## src/rtl/xge_tx_pkg.sv

```systemverilog
// Shared constants and types for the XGMII TX link-fault sequencer.
// Holds XGMII control codes, the fault-mode enum and the fixed
// replacement words driven toward the PHY while the MAC is muted.
package xge_tx_pkg;

  localparam logic [7:0] XGMII_IDLE  = 8'h07;
  localparam logic [7:0] XGMII_START = 8'hFB;
  localparam logic [7:0] XGMII_TERM  = 8'hFD;
  localparam logic [7:0] XGMII_SEQ   = 8'h9C;
  localparam logic [7:0] LF_CODE     = 8'h01;
  localparam logic [7:0] RF_CODE     = 8'h02;

  typedef enum logic [1:0] {
    NORMAL    = 2'd0,
    SEND_RF   = 2'd1,
    SEND_IDLE = 2'd2
  } tx_fault_mode_t;

  // Sequence ordered set in both column halves: 0x9C in lanes 0/4,
  // fault code in lanes 3/7, zero in between.
  function automatic logic [63:0] seq_ordered_set(input logic [7:0] code);
    return {code, 8'h00, 8'h00, XGMII_SEQ, code, 8'h00, 8'h00, XGMII_SEQ};
  endfunction

  localparam logic [63:0] IDLE_WORD = {8{XGMII_IDLE}};
  localparam logic [7:0]  IDLE_CTRL = 8'hFF;
  localparam logic [7:0]  SEQ_CTRL  = 8'h11;

endpackage

```

## src/rtl/xgmii_tx_frame_tracker.sv

```systemverilog
// Frame-boundary tracker for the 64-bit XGMII TX word stream.
// Ports:
//   clk, rst       : TX clock, synchronous active-high reset
//   txd, txc       : MAC word being presented this cycle
//   start, term    : this word carries a start (lane 0/4) / a terminate (any lane)
//   in_frame_prev  : frame-open flag before this word is accounted for
module xgmii_tx_frame_tracker
  import xge_tx_pkg::*;
(
  input  logic        clk,
  input  logic        rst,
  input  logic [63:0] txd,
  input  logic [7:0]  txc,
  output logic        start,
  output logic        term,
  output logic        in_frame_prev
);

  logic [7:0] lane_term;
  logic       start_l0;
  logic       start_l4;
  logic       term_after_start;
  logic       in_frame_d;
  logic       in_frame_q;

  always_comb begin
    lane_term = '0;
    for (int i = 0; i < 8; i++) begin
      lane_term[i] = txc[i] && (txd[8*i +: 8] == XGMII_TERM);
    end
  end

  assign start_l0 = txc[0] && (txd[7:0]   == XGMII_START);
  assign start_l4 = txc[4] && (txd[39:32] == XGMII_START);
  assign start    = start_l0 | start_l4;
  assign term     = |lane_term;

  // Only a terminate after the start closes the new frame; a terminate
  // before a lane-4 start belongs to the previous frame.
  assign term_after_start = start_l4 ? |lane_term[7:5] : |lane_term[7:1];

  always_comb begin
    in_frame_d = in_frame_q;
    if (start && !term_after_start) begin
      in_frame_d = 1'b1;
    end else if (term) begin
      in_frame_d = 1'b0;
    end
  end

  always_ff @(posedge clk) begin
    if (rst) begin
      in_frame_q <= 1'b0;
    end else begin
      in_frame_q <= in_frame_d;
    end
  end

  assign in_frame_prev = in_frame_q;

endmodule

```

## src/rtl/xge_tx_fault_ctrl.sv

```systemverilog
// TX link-fault sequencer between the MAC dequeue stage and the XGMII TX pins.
// Replaces MAC output with Remote Fault ordered sets or Idles while a fault
// or disable is present; switches only at frame boundaries.
// Ports:
//   clk_xgmii_tx, reset_xgmii_tx : TX clock, synchronous active-high reset
//   txd_in, txc_in               : MAC word
//   ctrl_tx_enable_ctx           : transmit enable
//   status_local_fault_ctx       : local fault
//   status_remote_fault_ctx      : remote fault
//   xgmii_txd, xgmii_txc         : registered word to the PHY
//   status_tx_mode               : 0 NORMAL, 1 SEND_RF, 2 SEND_IDLE
//   stat_tx_frame_dropped        : one pulse per discarded frame start
//
// state     | meaning
// ----------+----------------------------------------------
// NORMAL    | MAC words passed through unchanged
// SEND_RF   | Remote Fault ordered sets sent, MAC discarded
// SEND_IDLE | Idles sent, MAC discarded
module xge_tx_fault_ctrl
  import xge_tx_pkg::*;
#(
  parameter int CLEAR_CYCLES = 16,
  parameter int CNT_W        = 8
) (
  input  logic        clk_xgmii_tx,
  input  logic        reset_xgmii_tx,
  input  logic [63:0] txd_in,
  input  logic [7:0]  txc_in,
  input  logic        ctrl_tx_enable_ctx,
  input  logic        status_local_fault_ctx,
  input  logic        status_remote_fault_ctx,
  output logic [63:0] xgmii_txd,
  output logic [7:0]  xgmii_txc,
  output logic [1:0]  status_tx_mode,
  output logic        stat_tx_frame_dropped
);

  localparam logic [CNT_W-1:0] CLEAR_MAX = CNT_W'(CLEAR_CYCLES);

  tx_fault_mode_t   state_q, state_d;
  tx_fault_mode_t   target;
  logic [CNT_W-1:0] clean_cnt_q, clean_cnt_d;
  logic [63:0]      txd_q, txd_d;
  logic [7:0]       txc_q, txc_d;
  logic             drop_q, drop_d;
  logic             start;
  logic             in_frame_prev;
  logic             clean_done;
  // Terminate is already folded into in_frame inside the tracker.
  logic             trk_term_unused;

  xgmii_tx_frame_tracker u_tracker (
    .clk           (clk_xgmii_tx),
    .rst           (reset_xgmii_tx),
    .txd           (txd_in),
    .txc           (txc_in),
    .start         (start),
    .term          (trk_term_unused),
    .in_frame_prev (in_frame_prev)
  );

  always_comb begin
    target = NORMAL;
    if (status_local_fault_ctx) begin
      target = SEND_RF;
    end else if (status_remote_fault_ctx || !ctrl_tx_enable_ctx) begin
      target = SEND_IDLE;
    end
  end

  always_comb begin
    clean_cnt_d = '0;
    if (target == NORMAL) begin
      clean_cnt_d = (clean_cnt_q == CLEAR_MAX) ? clean_cnt_q : clean_cnt_q + CNT_W'(1);
    end
  end

  // Counts the current cycle, so the return can happen on this very word.
  assign clean_done = (clean_cnt_d == CLEAR_MAX);

  always_comb begin
    state_d = state_q;
    case (state_q)
      NORMAL: begin
        if (target != NORMAL && !in_frame_prev && !start) begin
          state_d = target;
        end
      end
      SEND_RF, SEND_IDLE: begin
        if (clean_done && !in_frame_prev) begin
          state_d = NORMAL;
        end else if (target != NORMAL) begin
          state_d = target;
        end
      end
      default: state_d = SEND_IDLE;
    endcase
  end

  // The word that causes a transition already gets the new state's output.
  always_comb begin
    txd_d = IDLE_WORD;
    txc_d = IDLE_CTRL;
    case (state_d)
      NORMAL: begin
        txd_d = txd_in;
        txc_d = txc_in;
      end
      SEND_RF: begin
        txd_d = seq_ordered_set(RF_CODE);
        txc_d = SEQ_CTRL;
      end
      default: begin
        txd_d = IDLE_WORD;
        txc_d = IDLE_CTRL;
      end
    endcase
    drop_d = start && (state_d != NORMAL);
  end

  always_ff @(posedge clk_xgmii_tx) begin
    if (reset_xgmii_tx) begin
      state_q     <= SEND_IDLE;
      clean_cnt_q <= '0;
      txd_q       <= IDLE_WORD;
      txc_q       <= IDLE_CTRL;
      drop_q      <= 1'b0;
    end else begin
      state_q     <= state_d;
      clean_cnt_q <= clean_cnt_d;
      txd_q       <= txd_d;
      txc_q       <= txc_d;
      drop_q      <= drop_d;
    end
  end

  assign xgmii_txd             = txd_q;
  assign xgmii_txc             = txc_q;
  assign status_tx_mode        = state_q;
  assign stat_tx_frame_dropped = drop_q;

endmodule

```

## config.mk

```make
export PLATFORM = sky130hd
export DESIGN_NAME = xge_tx_fault_ctrl
export DESIGN_NICKNAME = d
export VERILOG_FILES = /design/src/rtl/xge_tx_pkg.sv /design/src/rtl/xgmii_tx_frame_tracker.sv /design/src/rtl/xge_tx_fault_ctrl.sv
export SDC_FILE = /design/constraint.sdc
export NUM_CORES = 1
export LEC_CHECK = 0
export BUFFER_PORTS_ARGS = -buffer_cell sky130_fd_sc_hd__clkbuf_2
export CAP_MARGIN = 15
export CORE_AREA = 5 5 89 91
export CTS_CLUSTER_SIZE = 28
export DETAILED_ROUTE_END_ITERATION = 10
export DIE_AREA = 0 0 94 96
export MAX_ROUTING_LAYER = met4
export PLACE_DENSITY_LB_ADDON = 0.05
export SYNTH_ARGS = -nofsm -noshare
export SYNTH_HDL_FRONTEND = slang
export SYNTH_SLANG_ARGS = --single-unit
```

## constraint.sdc

```tcl
create_clock -name clk_xgmii_tx -period 7.6 [get_ports clk_xgmii_tx]
set_input_delay 1.52 -clock clk_xgmii_tx [delete_from_list [all_inputs] [get_ports clk_xgmii_tx]]
set_output_delay 1.52 -clock clk_xgmii_tx [all_outputs]
set_load 0.01 [all_outputs]
```

## Word level (Yosys, flattened, before mapping)

Cells that the tools add are included.

- Bits in registers: 84
- Memory bits (read-only): 0
- Memory bits (writable): 0
- Bits in latches: 0
- Bits of input ports: 77
- Memories: 0

- Equality and inequality tests: 15
- Divide/modulo/power cells: 0
- Order comparisons: 0
- Multiplexer cells: 13
- Bitwise logic cells: 1
- Shifts and indexed selects: 0
- Multipliers: 0
- $add $sub $neg: 1
- Reduce and logical (&&, ||, !) cells: 30

Operators with widths:

| operator | number |
|---|---|
| $pmux W64 S2 | 1 |
| $eq A8 B8 Y1 const B | 10 |
| $eq A8 B5 Y1 const B | 2 |
| $mux W8 | 2 |
| $pmux W8 S2 | 1 |
| $logic_and A1 B1 Y1 | 15 |
| $mux W2 | 5 |
| $add A8 B1 Y8 const B | 1 |
| $reduce_or A8 Y1 | 1 |
| $reduce_or A7 Y1 | 1 |
| $logic_not A2 Y1 | 3 |
| $reduce_bool A2 Y1 | 3 |
| $eq A2 B1 Y1 const B | 2 |
| $logic_not A1 Y1 | 4 |
| $pmux W2 S2 | 1 |
| $mux W1 | 3 |
| $reduce_or A3 Y1 | 1 |
| $eq A2 B2 Y1 const B | 1 |
| $reduce_or A2 Y1 | 1 |
| $logic_or A1 B1 Y1 | 1 |
| $or A1 B1 Y1 | 1 |

## Logic depth before layout (Yosys ltp)

Gate-level depths: netlist of run 1.

- Depth after elaboration: 12
- Mapped depth: 9
- Mapped depth without buffers: 8

## Hierarchy

Synthesis of run 1 repeated with hierarchy kept, for this count alone.

- Cells, all modules: 290
- Area, all modules: 3,176.8 µm²

Modules (own cells, without submodules):

| module | cells each | area an instance (µm²) | sequential area each (µm²) | times used |
|---|---|---|---|---|
| xge_tx_fault_ctrl | 248 | 2,919.0 | 1,661.6 | 1 |
| xgmii_tx_frame_tracker | 42 | 257.7 | 20.0 | 1 |

## Worst setup path before layout of run 1

Ideal clock, no wire load.

- Path kind: input to register
- From: in status_local_fault_ctx
- To: reg txc_q[1], in the netlist xgmii_txc[1]
- Cell stages on the path: 7
- Setup slack: 4.179 ns
- Arrival time: 3.307 ns
- Data required time: 7.486 ns
- Cells stage by stage: or3b_2 nor2_1 o21ai_1 o41a_1 a2111o_1 buf_2 a21o_1

- Longest elaborated chain between the ends: 9

RTL lines:

| element | line | RTL |
|---|---|---|
| from (decl) | xge_tx_fault_ctrl.sv:30 | `input logic status_local_fault_ctx,` |
| $mux W2 (*) | xge_tx_fault_ctrl.sv:64 | `if (status_local_fault_ctx) begin` |
| $logic_not A2 Y1 | xge_tx_fault_ctrl.sv:73 | `if (target == NORMAL) begin` |
| $mux W8 | xge_tx_fault_ctrl.sv:73 |  |
| $eq A8 B5 Y1 | xge_tx_fault_ctrl.sv:79 | `assign clean_done = (clean_cnt_d == CLEAR_MAX);` |
| $logic_and A1 B1 Y1 | xge_tx_fault_ctrl.sv:90 | `if (clean_done && !in_frame_prev) begin` |
| $mux W2 | xge_tx_fault_ctrl.sv:90 |  |
| $pmux W2 S2 (*) | xge_tx_fault_ctrl.sv:83 | `case (state_q)` |
| $eq A2 B1 Y1 or $logic_not A2 Y1 (tied branches) | xge_tx_fault_ctrl.sv:104 | `case (state_d)` |
| $pmux W8 S2 (*) | xge_tx_fault_ctrl.sv:104 |  |
| to (signal assigned) | xge_tx_fault_ctrl.sv:132 | `txc_q <= txc_d;` |
| to (decl) | xge_tx_fault_ctrl.sv:44 | `logic [7:0] txc_q, txc_d;` |

Mark *: on every way between the ends. The rest lies on a longest branch, timed or not.
A chain may end at the register's enable or synchronous reset.

## Worst setup path in the final report of run 1

- From: in txd_in[38]
- To: reg txd_q[45], in the netlist xgmii_txd[45]

- Longest elaborated chain between the ends: 9

RTL lines:

| element | line | RTL |
|---|---|---|
| from (decl) | xge_tx_fault_ctrl.sv:27 | `input logic [63:0] txd_in,` |
| $eq A8 B8 Y1 (*) | xgmii_tx_frame_tracker.sv:34 | `assign start_l4 = txc[4] && (txd[39:32] == XGMII_START);` |
| $logic_and A1 B1 Y1 (*) | xgmii_tx_frame_tracker.sv:34 |  |
| $or A1 B1 Y1 (*) | xgmii_tx_frame_tracker.sv:35 | `assign start = start_l0 \| start_l4;` |
| $logic_not A1 Y1 (*) | xge_tx_fault_ctrl.sv:85 | `if (target != NORMAL && !in_frame_prev && !start) begin` |
| $logic_and A1 B1 Y1 (*) | xge_tx_fault_ctrl.sv:85 |  |
| $mux W2 (*) | xge_tx_fault_ctrl.sv:85 |  |
| $pmux W2 S2 (*) | xge_tx_fault_ctrl.sv:83 |  |
| $eq A2 B1 Y1 or $logic_not A2 Y1 (tied branches) | xge_tx_fault_ctrl.sv:104 |  |
| $pmux W64 S2 (*) | xge_tx_fault_ctrl.sv:104 |  |
| to (signal assigned) | xge_tx_fault_ctrl.sv:131 | `txd_q <= txd_d;` |
| to (decl) | xge_tx_fault_ctrl.sv:43 | `logic [63:0] txd_q, txd_d;` |

Marks and branches as above.

==> results of run 1 <==
## synth_stat cells, types with 3 or more instances
| cell | n | area share |
|---|---|---|
| a21o_1 | 26 | 0.066 |
| nand2_1 | 10 | 0.013 |
| nand4b_1 | 3 | 0.0089 |
| or3_1 | 4 | 0.0084 |
| nand2b_1 | 6 | 0.013 |
| dfxtp_1 | 84 | 0.57 |
| inv_1 | 15 | 0.019 |
| nor4_1 | 5 | 0.011 |
| buf_2 | 6 | 0.010 |
| ha_1 | 4 | 0.017 |
| nor3_1 | 6 | 0.010 |
| nor2_1 | 12 | 0.015 |
| a21oi_1 | 12 | 0.020 |
| nand3_1 | 10 | 0.017 |
| and2_1 | 36 | 0.076 |
| o21ai_0 | 5 | 0.0084 |
| clkbuf_1 | 4 | 0.0051 |
| nand4_1 | 5 | 0.011 |
## registers in the layout (all words and copies together) (netlist names)
name,count
clean_cnt_q,8
stat_tx_frame_dropped,1
status_tx_mode,2
u_tracker.in_frame_prev,1
xgmii_txc,8
xgmii_txd,64
## cell families after synthesis
family / count (synthesis)
and+or+nand+nor: 111
DFF: 84
AOI/OAI and AO/OA: 61
buffers and inverters: 25
xor gates and xnor gates: 4
adders and majority gates: 4
## per-stage QoR
| step | worst slack (ns) | hold slack (ns) |
|---|---|---|
| finish | 3.907 | 0.5461 |
| global route | 3.765 | 0.5877 |
| CTS | 3.887 | 0.5401 |
| detailed placement | 3.504 | 0.5270 |
| global placement | 3.550 | 0.5376 |
| floorplan | 4.179 | 0.4966 |
## worst reg2reg max path: stages (launching register included)
cell,delay (ns)
dfxtp_1,0.37
inv_1,0.09
ha_1,0.13
or3b_2,0.49
nor3_2,0.24
o21ai_1,0.08
o41a_1,0.47
a2111o_1,0.55
buf_4,0.29
a21o_1,0.18
## worst min-delay path by stage
stage | slack (ns) | depth (start not counted) | to | from
floorplan | 0.50 | 2 | clean_cnt_q[7]$_SDFF_PP0_ | clean_cnt_q[7]$_SDFF_PP0_
global placement | 0.54 | 2 | clean_cnt_q[7]$_SDFF_PP0_ | clean_cnt_q[7]$_SDFF_PP0_
detailed placement | 0.53 | 2 | clean_cnt_q[7]$_SDFF_PP0_ | clean_cnt_q[7]$_SDFF_PP0_
CTS | 0.54 | 2 | clean_cnt_q[7]$_SDFF_PP0_ | clean_cnt_q[7]$_SDFF_PP0_
global route | 0.59 | 2 | clean_cnt_q[7]$_SDFF_PP0_ | clean_cnt_q[7]$_SDFF_PP0_
finish | 0.55 | 2 | clean_cnt_q[7]$_SDFF_PP0_ | clean_cnt_q[7]$_SDFF_PP0_
## per-layer routing
metal,GRT usage,part of all wire
met3,0.05238,0.068
met4,0.07942,0.0083
met1,0.2143,0.43
met2,0.3028,0.49
met5,-,0
## layout make-up
type                    instances  area (µm²)  share of cell area
flip-flops and latches         84        1682              0.4140
multi-input cells             180        1196              0.2945
repair buffers                153       770.7              0.1898
clock buffers                  10       137.6             0.03389
well taps                      99       123.9             0.03050
clock inverters                 6       95.09             0.02341
inverters                      15       56.30             0.01386
## power by group
| part | switching [µW] | internal (µW) |
|---|---|---|
| clock | 168 | 197 |
| sequential | 19.8 | 496 |
| combinational | 125 | 94.2 |
| total | 313 | 787 |
==> out/qor.yml, run 1 <==
status:
  status: "complete, no violations"
layout:
  stdcell_area_mm2: 0.004061
  final_cells: 547
  drive_gt1_frac: 0.3951
  final_cell_mix: "clkbuf_2 (151), dfxtp_1 (84), and2_1 (36), a21o_1 (26), inv_1 (15)"
  n_antenna_cell: 0
  final_util: 0.5753
  area_delta_synth_final_pct: 37.14
  fin_nets: 524
  layout_commonest_cell: "clkbuf_2"
  fill_cells: 668
sta:
  setup_viol: 0
  finalHoldViolCount: 0
  worstMarginPinSlew_ns: 0.9370
  finalCritPeriodShare: 0.4860
  max_freq_mhz: 270.8
  period_minus_slack_ns: 3.693
  finalClockSkew_ns: 0.008859
  relSlewSlack: 0.3753
  drv_slew: 0
  fin_tns_setup_ns: 0
  rsz0062_at_grt: "false"
critical_path:
  critPathCaptureType: "register"
  worstSetupEndpoint: "xgmii_txd[45]$_SDFF_PP0_"
  timing.rr.end: "xgmii_txd[0]$_SDFF_PP1_"
  cpLargestDelayFamily: "simple AND/OR/NAND/NOR gates"
  rr_startpoint: "clean_cnt_q[0]$_SDFF_PP0_"
  cp_slowest_cell: "or4b_2"
  rr_worst_depth: 9
  rrSetupSlack_ns: 4.61
  path_cells: "clkbuf_2, nand4_1, or4b_2, and3b_1, nor4_1, o31a_1, buf_4, and2_1"
  cp_num_buf_inv: 2
  critical_path.max_stage_delay_ns: 0.72
  worstPathArrival_ns: 4.00
  crit_type: "input pin to register"
  worst-path-stages: 8
  cp-start-kind: "input pin"
  crit_required_ns: 7.91
  worst-path-max-fanout: 27
  cp-startpoint: "txd_in[38]"
grt:
  grt_pass1_wl_um: 12410
  grt_overflow: 0
  antenna_found_initial: 0
  grt_pass1_vias: 2626
  grt_max_degree: 34
  grt_usage: 0.1853
place:
  portBuffers: 151
  dpl.cell_count: 531
  dp_hpwl_um: 6152
  placed_area_mm2: 0.003829
  gp_congestion: 0.8315
die:
  start_util: 0.4195
  coreArea_mm2: 0.007059
  ioPinCount: 152
  die_h_um: 96
  rows: 31
  die_width_um: 94
  dieArea_mm2: 0.009024
route:
  antenna_left: 0
  viasPerCell: 4.797
  wirelength_um: 7970
  firstDrtPassIters: 4
  drt_iter0_markers: 73
  vias: 2624
  drc: 0
  wl_per_cell_um: 14.57
clocking:
  postCtsSetupRepairBufs: 0
  clock_path_buffers: 2
  hold_buffers: 0
  worstSkewPairLatency_ns: 0.36
  cts_tree: "built"
  post_cts_resized: 0
  clk_pin_slew_worst_paths_ns: 0.09
  cts_root_buf: "clkbuf_8"
  htree_levels: 3
  cts.sinks: 84
  numCtsBuffers: 9
synth:
  synth_edf_count: 0
  synthArstFlopShare: 0
  yosys.area_share.simple: 0.2226
  syn-num-nets: 370
  synth_cells: 289
  ys.flop_type: "dfxtp_1"
  syn_area_mm2: 0.002962
  yosys.area_share.adder: 0.01690
  ys_types: 45
  ys_ff_latch: 84
  synth_xor_area_frac: 0.01183
  synth.mux.area_fraction: 0
  ys_seq_area_frac: 0.5678
  avgSynthCellArea_um2: 10.25
  synth_compound_gate_area_share: 0.1466
  synth_top_family_by_area: "simple AND/OR/NAND/NOR gates"
  yosysWarnings: 0
pwr:
  p_per_area_mw_per_mm2: 271.0
  peakVddDrop_mv: 0.1987
  power_leakage_uw: 0.001928
  p_total_uw: 1101
hold_path:
  worst_hold_path_type: "register to register"
flow_run:
  cap_violations: 0
Power figures use the tool's default switching activity.
==> run 2: changes to the inputs <==
- CORE_AREA: 5 5 89 91 -> 5 5 93 95
- DIE_AREA: 0 0 94 96 -> 0 0 98 100
- clock period: 7.6 -> 3.3 ns (I/O delays scaled with it)
==> run 2 against run 1 <==
Combinational power is 140% higher. Critical endpoint is now xgmii_txd[41]$_SDFF_PP1_. Design area is 0.99% higher. Die area is 8.6% higher. Largest cell class unchanged. First-iteration DRC count is 26% lower.
==> out/qor.yml, run 2 (synthesis gave the netlist of run 1 again) <==
status:
  status: "complete, no violations"
layout:
  layout_commonest_cell: "clkbuf_2"
  fill_cells: 740  # +11%
  n_antenna_cell: 0  # unchanged
  largest_reg_flops: 64  # unchanged
  final_cell_mix: "clkbuf_2 (151), dfxtp_1 (84), and2_1 (36), a21o_1 (26), inv_1 (15)"
  fin_nets: 526  # +0.38%
  multiInputGateArea_mm2: 0.001196  # unchanged
  seq_area_mm2: 0.001682  # unchanged
  area_delta_synth_final_pct: 38.49
  drive_gt1_frac: 0.3978  # +0.002688
  final_util: 0.5363  # -0.03901
clocking:
  hold_buffers: 0  # unchanged
  clk_pin_slew_worst_paths_ns: 0.10  # about the same
  clock_path_buffers: 2  # unchanged
  worstSkewPairLatency_ns: 0.35  # about the same
  cts_root_buf: "clkbuf_8"
  htree_levels: 3  # unchanged
  post_cts_resized: 0  # unchanged
  numCtsBuffers: 9  # unchanged
  cts.sinks: 84  # unchanged
  postCtsSetupRepairBufs: 0  # unchanged
  cts_tree: "built"
grt:
  grt_max_degree: 27  # -21%
  grt_pass1_wl_um: 12630  # +1.8%
  grt_overflow: 0  # unchanged
  antenna_found_initial: 0  # unchanged
  grt_pass1_vias: 2603  # -0.88%
  grt_usage: 0.1666  # -0.01870
route:
  wl_per_cell_um: 14.33  # -1.6%
  drc: 0  # unchanged
  antenna_left: 0  # unchanged
  vias: 2599  # -0.95%
  wirelength_um: 7911  # -0.74%
  viasPerCell: 4.708  # -1.8%
  firstDrtPassIters: 4  # unchanged
  drt_iter0_markers: 54  # -26%
sta:
  finalClockSkew_ns: 0.01494  # +0.006076 ns
  drv_slew: 0  # unchanged
  finalHoldViolCount: 0  # unchanged
  rsz0062_at_grt: "false"
  relSlewSlack: 0.6495  # +0.2742
  setup_viol: 0  # unchanged
  finalCritPeriodShare: 0.8844
  setup_ws_ns: 0.3814  # -3.525 ns
  fin_tns_setup_ns: 0  # unchanged
  period_minus_slack_ns: 2.919
  worstMarginPinSlew_ns: 0.5192  # -0.4178 ns
  max_freq_mhz: 342.6
critical_path:
  cp-start-kind: "register"
  worst-path-max-fanout: 26  # -3.7%
  crit_required_ns: 3.54  # -4.37 ns
  cp-startpoint: "clean_cnt_q[0]$_SDFF_PP0_"
  rr_startpoint: "clean_cnt_q[0]$_SDFF_PP0_"
  crit_type: "register to register"
  timing.rr.end: "xgmii_txd[41]$_SDFF_PP1_"
  rr_worst_depth: 9  # unchanged
  cp_slowest_cell: "a2111o_1"
  critical_path.max_stage_delay_ns: 0.53  # -0.19 ns
  rrSetupSlack_ns: 0.38  # -4.23 ns
  critPathCaptureType: "register"
  path_cells: "inv_1, ha_1, or3b_2, nor3_2, o21ai_1, o41a_1, a2111o_1, buf_12, a21o_1"
  worstPathArrival_ns: 3.16  # -0.84 ns
place:
  dp_hpwl_um: 6271  # +1.9%
  dp_slack_ns: 0.3264  # -3.177 ns
  portBuffers: 151  # unchanged
  gp_congestion: 0.8409  # +1.1%
pwr:
  p_per_area_mw_per_mm2: 620.4  # +130%
  peakVddDrop_mv: 0.3215  # +62%
  power_leakage_uw: 0.001945  # +0.86%
die:
  coreArea_mm2: 0.007647  # +8.3%
  dieArea_mm2: 0.009800  # +8.6%
  start_util: 0.3873  # -0.03226
  die_width_um: 98  # +4.3%
  ioPinCount: 152  # unchanged
  rows: 32  # +3.2%
  die_h_um: 100  # +4.2%
flow_run:
  cap_violations: 0  # unchanged
hold_path:
  hp-start: "txd_in[57]"
  holdPathStages: 2  # unchanged
  hold_end: "xgmii_txd[57]$_SDFF_PP1_"
  worst_hold_path_type: "input pin to register"
[run 2: final cells by class]
| type | count | share of cell area |
|---|---|---|
| Clock inverter | 7 | 0.02563 |
| Inverter | 15 | 0.01373 |
| Timing Repair Buffer | 155 | 0.1977 |
| Sequential cell | 84 | 0.4100 |
| Tap cell | 102 | 0.03112 |
| Multi-Input combinational cell | 180 | 0.2916 |
| Clock buffer | 9 | 0.03020 |
[run 2: worst max-delay path: cells and delay by family (launching register included)]
kind | cells | cell delay [ns]
simple gates | 2 | 0.74
compound gates | 4 | 1.23
buf+inv | 2 | 0.33
flops | 1 | 0.38
fa+ha+maj | 1 | 0.14
[run 2: worst max path at each step]
stage | slack [ns] | end
3_5_place_dp | 0.33 | xgmii_txd[42]$_SDFF_PP1_
5_1_grt | 0.21 | xgmii_txd[18]$_SDFF_PP1_
2_1_floorplan | 0.73 | xgmii_txc[1]$_SDFF_PP1_
4_1_cts | 0.36 | xgmii_txd[18]$_SDFF_PP1_
3_3_place_gp | 0.38 | xgmii_txd[58]$_SDFF_PP1_
6_report | 0.38 | xgmii_txd[41]$_SDFF_PP1_
[run 2: per-layer routing]
| metal | global-route usage | wire [µm] | vias up |
|---|---|---|---|
| met5 | - | 0 | - |
| li1 | - | - | 1316 |
| met3 | 0.04934 | 509 | 12 |
| met2 | 0.2675 | 3797 | 88 |
| met4 | 0.06390 | 148 | 0 |
| met1 | 0.1979 | 3454 | 1183 |
[run 2: metrics by stage]
| step | cells | total power, µW | hold WS (ns) | cell area [µm²] |
|---|---|---|---|---|
| global route | 552 | 2696 | 0.4899 | 4101 |
| detailed placement | 536 | 1751 | 0.5398 | 3872 |
| global placement | 536 | 1744 | 0.5372 | 3872 |
| CTS | 552 | 2593 | 0.4943 | 4101 |
| finish | 552 | 2545 | 0.5065 | 4101 |
| floorplan | 289 | 1473 | 0.4966 | 2962 |
[run 2: power by group]
part	internal [µW]	switching (µW)
clock	440	392
combinational	237	291
sequential	1140	42.8
total	1820	726
